===== config.mk =====
export PLATFORM = sky130hd
export DESIGN_NAME = thresh_ramp_ctrl
export DESIGN_NICKNAME = d
export VERILOG_FILES = /design/src/rtl/thresh_ramp_ctrl.sv
export SDC_FILE = /design/constraint.sdc
export NUM_CORES = 1
export LEC_CHECK = 0
export BUFFER_PORTS_ARGS = -buffer_cell sky130_fd_sc_hd__buf_2
export CORE_ASPECT_RATIO = 2
export CORE_UTILIZATION = 23
export DETAILED_ROUTE_END_ITERATION = 10
export SLEW_MARGIN = 5
export SYNTH_ARGS = -nofsm -noshare
export SYNTH_HDL_FRONTEND = slang
export SYNTH_SLANG_ARGS = --single-unit

===== constraint.sdc =====
create_clock -name clk -period 5.9 [get_ports clk]
set_input_delay 0.295 -clock clk [delete_from_list [all_inputs] [get_ports clk]]
set_output_delay 0.295 -clock clk [all_outputs]
set_load 0.02 [all_outputs]

===== src/rtl/thresh_ramp_ctrl.sv =====
// thresh_ramp_ctrl: owns the logic-analyzer VIH/VIL threshold duty words.
// Writes retarget the thresholds. The duty words move to the targets without
// the high word ever dropping below low word + MIN_GAP. thr_rdy rises once
// both words sit at target and the settle time has elapsed.
// Build option THR_RAMP_EN: defined  -> duty words slew in STEP-sized ticks.
//                           undefined -> a valid write copies the target
//                                        into the duty word at once.
module thresh_ramp_ctrl #(
    parameter int unsigned STEP          = 4,
    parameter int unsigned STEP_CYCLES   = 256,
    parameter int unsigned SETTLE_CYCLES = 65536,
    parameter int unsigned MIN_GAP       = 8,
    parameter logic [7:0]  VIH_RST       = 8'hC0,
    parameter logic [7:0]  VIL_RST       = 8'h40
) (
    input  logic       clk,
    input  logic       rst,
    input  logic       thr_wr,
    input  logic       thr_sel,
    input  logic [7:0] thr_data,
    output logic [7:0] VIH,
    output logic [7:0] VIL,
    output logic       thr_rdy,
    output logic       thr_err
);

    localparam int unsigned DW       = 8;
    localparam int unsigned MW       = DW + 1;
    localparam int unsigned SETTLE_W = (SETTLE_CYCLES > 1) ? $clog2(SETTLE_CYCLES) : 1;
    localparam logic [MW-1:0] GAP9   = MW'(MIN_GAP);

    // Reject a parameter set that cannot hold the gap invariant out of reset
    if (STEP < 1 || STEP > 255 || STEP_CYCLES < 1 || SETTLE_CYCLES < 1 ||
        int'(VIH_RST) < int'(VIL_RST) + int'(MIN_GAP)) begin : g_param_check
        $error("thresh_ramp_ctrl: illegal parameter set");
    end

`ifdef THR_RAMP_EN
    localparam int unsigned STEP_W = (STEP_CYCLES > 1) ? $clog2(STEP_CYCLES) : 1;
    typedef enum logic [1:0] {
        ST_SETTLE = 2'd0,
        ST_READY  = 2'd1,
        ST_RAMP   = 2'd2
    } state_e;
`else
    typedef enum logic [1:0] {
        ST_SETTLE = 2'd0,
        ST_READY  = 2'd1
    } state_e;
`endif

    state_e               state_q;
    logic [DW-1:0]        vih_q;
    logic [DW-1:0]        vil_q;
    logic [DW-1:0]        tgt_h_q;
    logic [DW-1:0]        tgt_l_q;
    logic [SETTLE_W-1:0]  settle_cnt_q;
    logic                 rdy_q;
    logic                 err_q;
    logic                 wr_ok;
    logic [MW-1:0]        data9;
    logic [MW-1:0]        tgt_h9;
    logic [MW-1:0]        tgt_l9;

    // Validate a write against the other channel's target in 9-bit math
    always_comb begin
        data9  = MW'(thr_data);
        tgt_h9 = MW'(tgt_h_q);
        tgt_l9 = MW'(tgt_l_q);
        if (thr_sel) begin
            wr_ok = (data9 >= tgt_l9 + GAP9);
        end else begin
            wr_ok = (tgt_h9 >= data9 + GAP9);
        end
    end

`ifdef THR_RAMP_EN
    logic [STEP_W-1:0] step_cnt_q;
    logic [DW-1:0]     vih_d;
    logic [DW-1:0]     vil_d;
    logic [MW-1:0]     nh;
    logic [MW-1:0]     nl;
    logic              step_tick;

    // One bounded move of x toward t; lands on t when within STEP
    function automatic logic [MW-1:0] step_toward(input logic [MW-1:0] x,
                                                  input logic [MW-1:0] t);
        logic [MW-1:0] r;
        if (t >= x) begin
            r = ((t - x) <= MW'(STEP)) ? t : x + MW'(STEP);
        end else begin
            r = ((x - t) <= MW'(STEP)) ? t : x - MW'(STEP);
        end
        return r;
    endfunction

    // Next duties on a tick: VIH first (floored above current VIL), then VIL under the new VIH
    always_comb begin
        step_tick = (step_cnt_q == STEP_W'(STEP_CYCLES - 1));
        nh = step_toward(MW'(vih_q), tgt_h9);
        if (nh < MW'(vil_q) + GAP9) begin
            nh = MW'(vil_q) + GAP9;
        end
        nl = step_toward(MW'(vil_q), tgt_l9);
        if (nl > nh - GAP9) begin
            nl = nh - GAP9;
        end
        vih_d = DW'(nh);
        vil_d = DW'(nl);
    end
`endif

    // Control FSM, targets, duty words and status flags
    always_ff @(posedge clk or posedge rst) begin
        if (rst) begin
            state_q      <= ST_SETTLE;
            vih_q        <= VIH_RST;
            vil_q        <= VIL_RST;
            tgt_h_q      <= VIH_RST;
            tgt_l_q      <= VIL_RST;
            settle_cnt_q <= '0;
            rdy_q        <= 1'b0;
            err_q        <= 1'b0;
`ifdef THR_RAMP_EN
            step_cnt_q   <= '0;
`endif
        end else begin
            err_q <= thr_wr & ~wr_ok;
            if (thr_wr && wr_ok) begin
                if (thr_sel) begin
                    tgt_h_q <= thr_data;
                end else begin
                    tgt_l_q <= thr_data;
                end
                rdy_q <= 1'b0;
`ifdef THR_RAMP_EN
                state_q    <= ST_RAMP;
                step_cnt_q <= '0;
`else
                if (thr_sel) begin
                    vih_q <= thr_data;
                end else begin
                    vil_q <= thr_data;
                end
                state_q      <= ST_SETTLE;
                settle_cnt_q <= '0;
`endif
            end else begin
                case (state_q)
`ifdef THR_RAMP_EN
                    ST_RAMP: begin
                        if (step_tick) begin
                            step_cnt_q <= '0;
                            vih_q      <= vih_d;
                            vil_q      <= vil_d;
                            if (vih_d == tgt_h_q && vil_d == tgt_l_q) begin
                                state_q      <= ST_SETTLE;
                                settle_cnt_q <= '0;
                            end
                        end else begin
                            step_cnt_q <= step_cnt_q + STEP_W'(1);
                        end
                    end
`endif
                    ST_SETTLE: begin
                        if (settle_cnt_q == SETTLE_W'(SETTLE_CYCLES - 1)) begin
                            state_q <= ST_READY;
                            rdy_q   <= 1'b1;
                        end else begin
                            settle_cnt_q <= settle_cnt_q + SETTLE_W'(1);
                        end
                    end
                    default: begin
                        state_q <= state_q;
                    end
                endcase
            end
        end
    end

    assign VIH     = vih_q;
    assign VIL     = vil_q;
    assign thr_rdy = rdy_q;
    assign thr_err = err_q;

endmodule


==> impl_metrics.json <==
{
  "status": "completed",
  "htreeDepth": 2,
  "path_class": "reg2reg",
  "via_count": 1508,
  "arrival_ns": 2.66,
  "fmax_mhz": 399.4,
  "synth_seq_cells": 34,
  "synthToLayoutAreaGrowth_pct": 20.13,
  "synth_top_area_cell": "dfrtp_1",
  "slowest_stage": "nand4_1",
  "grt_use_met1": 0.1054,
  "final_cell_mix": "dfrtp_1 (31), buf_2 (29), nor2_1 (25), ha_1 (19), xor2_1 (13)",
  "port_buffers": 29,
  "start_util": 0.2384,
  "fp.dieH_um": 133.1,
  "fin_util": 0.2864,
  "yosysTopAreaCellShare": 0.3924,
  "r2r_start": "tgt_l_q[3]",
  "yosysSeqAreaShare": 0.4323,
  "gr-usage-all-layers": 0.1095,
  "finalHoldViolations": 0,
  "powerDensity_nw_per_um2": 426.5,
  "grt_use_met3": 0.02226,
  "rsz0062_at_grt": "no",
  "skew_ns": 0.004769,
  "worstSetupStartpointType": "flop",
  "yosys_warnings": 0,
  "vias_per_cell": 4.654,
  "crit_buf_inv": 0,
  "cts.path.max_buffers": 2,
  "nNetsFinal": 257,
  "startpoint": "tgt_l_q[3]",
  "synthDistinctLibCells": 35,
  "postCtsHoldBufs": 0,
  "busiest_layer": "met2",
  "postSynthAreaPerCell_um2": 10.35,
  "synthesis.nets": 222,
  "grt_pass1_vias": 1518,
  "end_kind": "flop",
  "antenna_left": 0,
  "tightest_slew_ns": 0.6952,
  "post_cts_resized": 0,
  "worst_ep_required_time_ns": 6.05,
  "crit_family": "simple AND/OR/NAND/NOR gates",
  "cts-root-buf": "clkbuf_16",
  "dr.pass1.iters": 4,
  "critPathMaxFanout": 11,
  "dp_hpwl_mm": 3.434,
  "fp.dieArea_um2": 8992,
  "final_area_um2": 2375,
  "clk_pin_slew_ns": 0.05,
  "p_leak_nw": 1.113,
  "cts_buffers": 5,
  "overflow": 0,
  "path_cells": "and3_1 > xnor2_1 > ha_1 > a21o_1 > a21oi_1 > a32oi_1 > nand4_1 > mux2_2",
  "cts_setup_buffers": 0,
  "clk_latency_ns": 0.27,
  "dpl_cell_area_um2": 2242,
  "setup_viol": 0,
  "gp_congestion": 0.7888,
  "synth.cell_area_um2": 1977,
  "use_met2": 0.2074,
  "grt_max_degree": 35,
  "slew_headroom": 0.5361,
  "clkSinkCount": 34,
  "antenna-diode-count": 0,
  "cap_viol_max_count": 0,
  "row_count": 47,
  "layout_commonest_cell": "dfrtp_1",
  "die_x_um": 67.56,
  "coreArea_um2": 8292,
  "n_fill_cell": 858,
  "ys_top_cells_by_area": "dfrtp_1 (39%), ha_1 (12%), mux2_2 (6.3%)",
  "drive_gt1_frac": 0.2611,
  "tns_ns": 0,
  "io_pins": 30,
  "wirelength_mm": 4.370,
  "grt_pass1_wl_mm": 7.314,
  "drtIter0Drc": 34,
  "drc": 0,
  "antenna_found_initial": 0,
  "fin_crit_sh": 0.4244,
  "finalCriticalPeriod_ns": 2.504,
  "tritoncts": "yes",
  "wl_per_cell_um": 13.49,
  "ir_drop_mv": 0.1586,
  "drv_slew": 0,
  "max_stage_delay_ns": 0.48,
  "hp-class": "in2async",
  "synthCells": 191
}
==> kinds of logic (layout without fill, tap and decap cells) <==
group	Yosys count	count (layout)	synth area share
and+or+nand+nor	69	69	0.1759
AOI/OAI and AO/OA	21	21	0.07405
DFF	34	34	0.4323
xor gates and xnor gates	20	20	0.08861
adders and majority gates	19	19	0.1203
buffers and inverters	13	48	0.02595
muxes	15	15	0.08291
==> power breakdown <==
group	switching [mW]	leakage, nW	internal (mW)
Sequential	0.0619	0.432	0.306
Clock	0.0880	0.0640	0.154
Combinational	0.232	0.617	0.171
Total	0.381	1.11	0.631
==> worst min-delay path, cell delays in order <==
cell and delay (ns):
buf_2 0.09, inv_1 0.04, buf_4 0.38
==> state kept, by name, indices dropped and copies added, names as in the netlist <==
signal,cells
settle_cnt_q,16
tgt_h_q,8
tgt_l_q,8
state_q,1
thr_err,1
==> metal layers <==
| layer | wire (um) | share of wire |
|---|---|---|
| met3 | 149 | 0.034 |
| met1 | 1610 | 0.37 |
| met2 | 2521 | 0.58 |
| met5 | 0 | 0 |
| met4 | 89 | 0.020 |
==> stage by stage <==
| stage | cells | power, mW | setup WS [ns] | hold WS, ns |
|---|---|---|---|---|
| finish | 324 | 1.013 | 3.396 | 0.1091 |
| global route | 324 | 1.101 | 3.156 | 0.1554 |
| CTS | 324 | 1.036 | 3.355 | 0.1288 |
| detailed placement | 317 | 0.7864 | 3.147 | 0.4275 |
| global placement | 317 | 0.7752 | 3.232 | 0.4268 |
| floorplan | 191 | 0.6543 | 3.604 | 0.4175 |
==> synthesized netlist by cell type <==
master	n
inv_1	11
ha_1	19
o21ai_0	4
a21oi_1	5
nand2_2	1
nand4_1	7
a211oi_2	1
o221ai_1	1
a21boi_0	1
nand3_1	11
o31a_1	1
o21ai_2	1
dfrtp_1	31
a21oi_2	1
a21o_1	2
o211ai_1	2
nor2_2	1
a211oi_1	1
nand2_1	12
nor2b_1	1
nor2_4	1
nand2b_1	2
nor3_1	3
mux2i_1	4
a32oi_1	1
or4_4	1
and3_1	1
nor2_1	25
xnor2_1	7
dfstp_2	3
mux2_2	11
nor3_2	1
xor2_1	13
buf_2	2
nand4_2	2
==> path summary, 6_finish.rpt <==
| kind | cells after the start | slack (ns) | to |
|---|---|---|---|
| max | 8 | 3.40 | tgt_h_q[3] |
| min | 3 | 0.11 | tgt_l_q[3] |
| max reg2reg | 8 | 3.40 | tgt_h_q[3] |
| min reg2reg | 2 | 0.51 | tgt_h_q[1] |
| max in group asynchronous | 3 | 5.44 | tgt_h_q[6] |
| min in group clk | 2 | 0.29 | thr_err |
==> cell type report <==
cell class,instances,area [um^2],area share
clock buffers,7,132.6,0.05585
inverters,11,41.29,0.01739
multi-input cells,144,1071,0.4510
flip-flops and latches,34,854.6,0.3599
well taps,98,122.6,0.05163
repair buffers,30,152.6,0.06428
No activity file was read; power rests on OpenSTA's default activity.
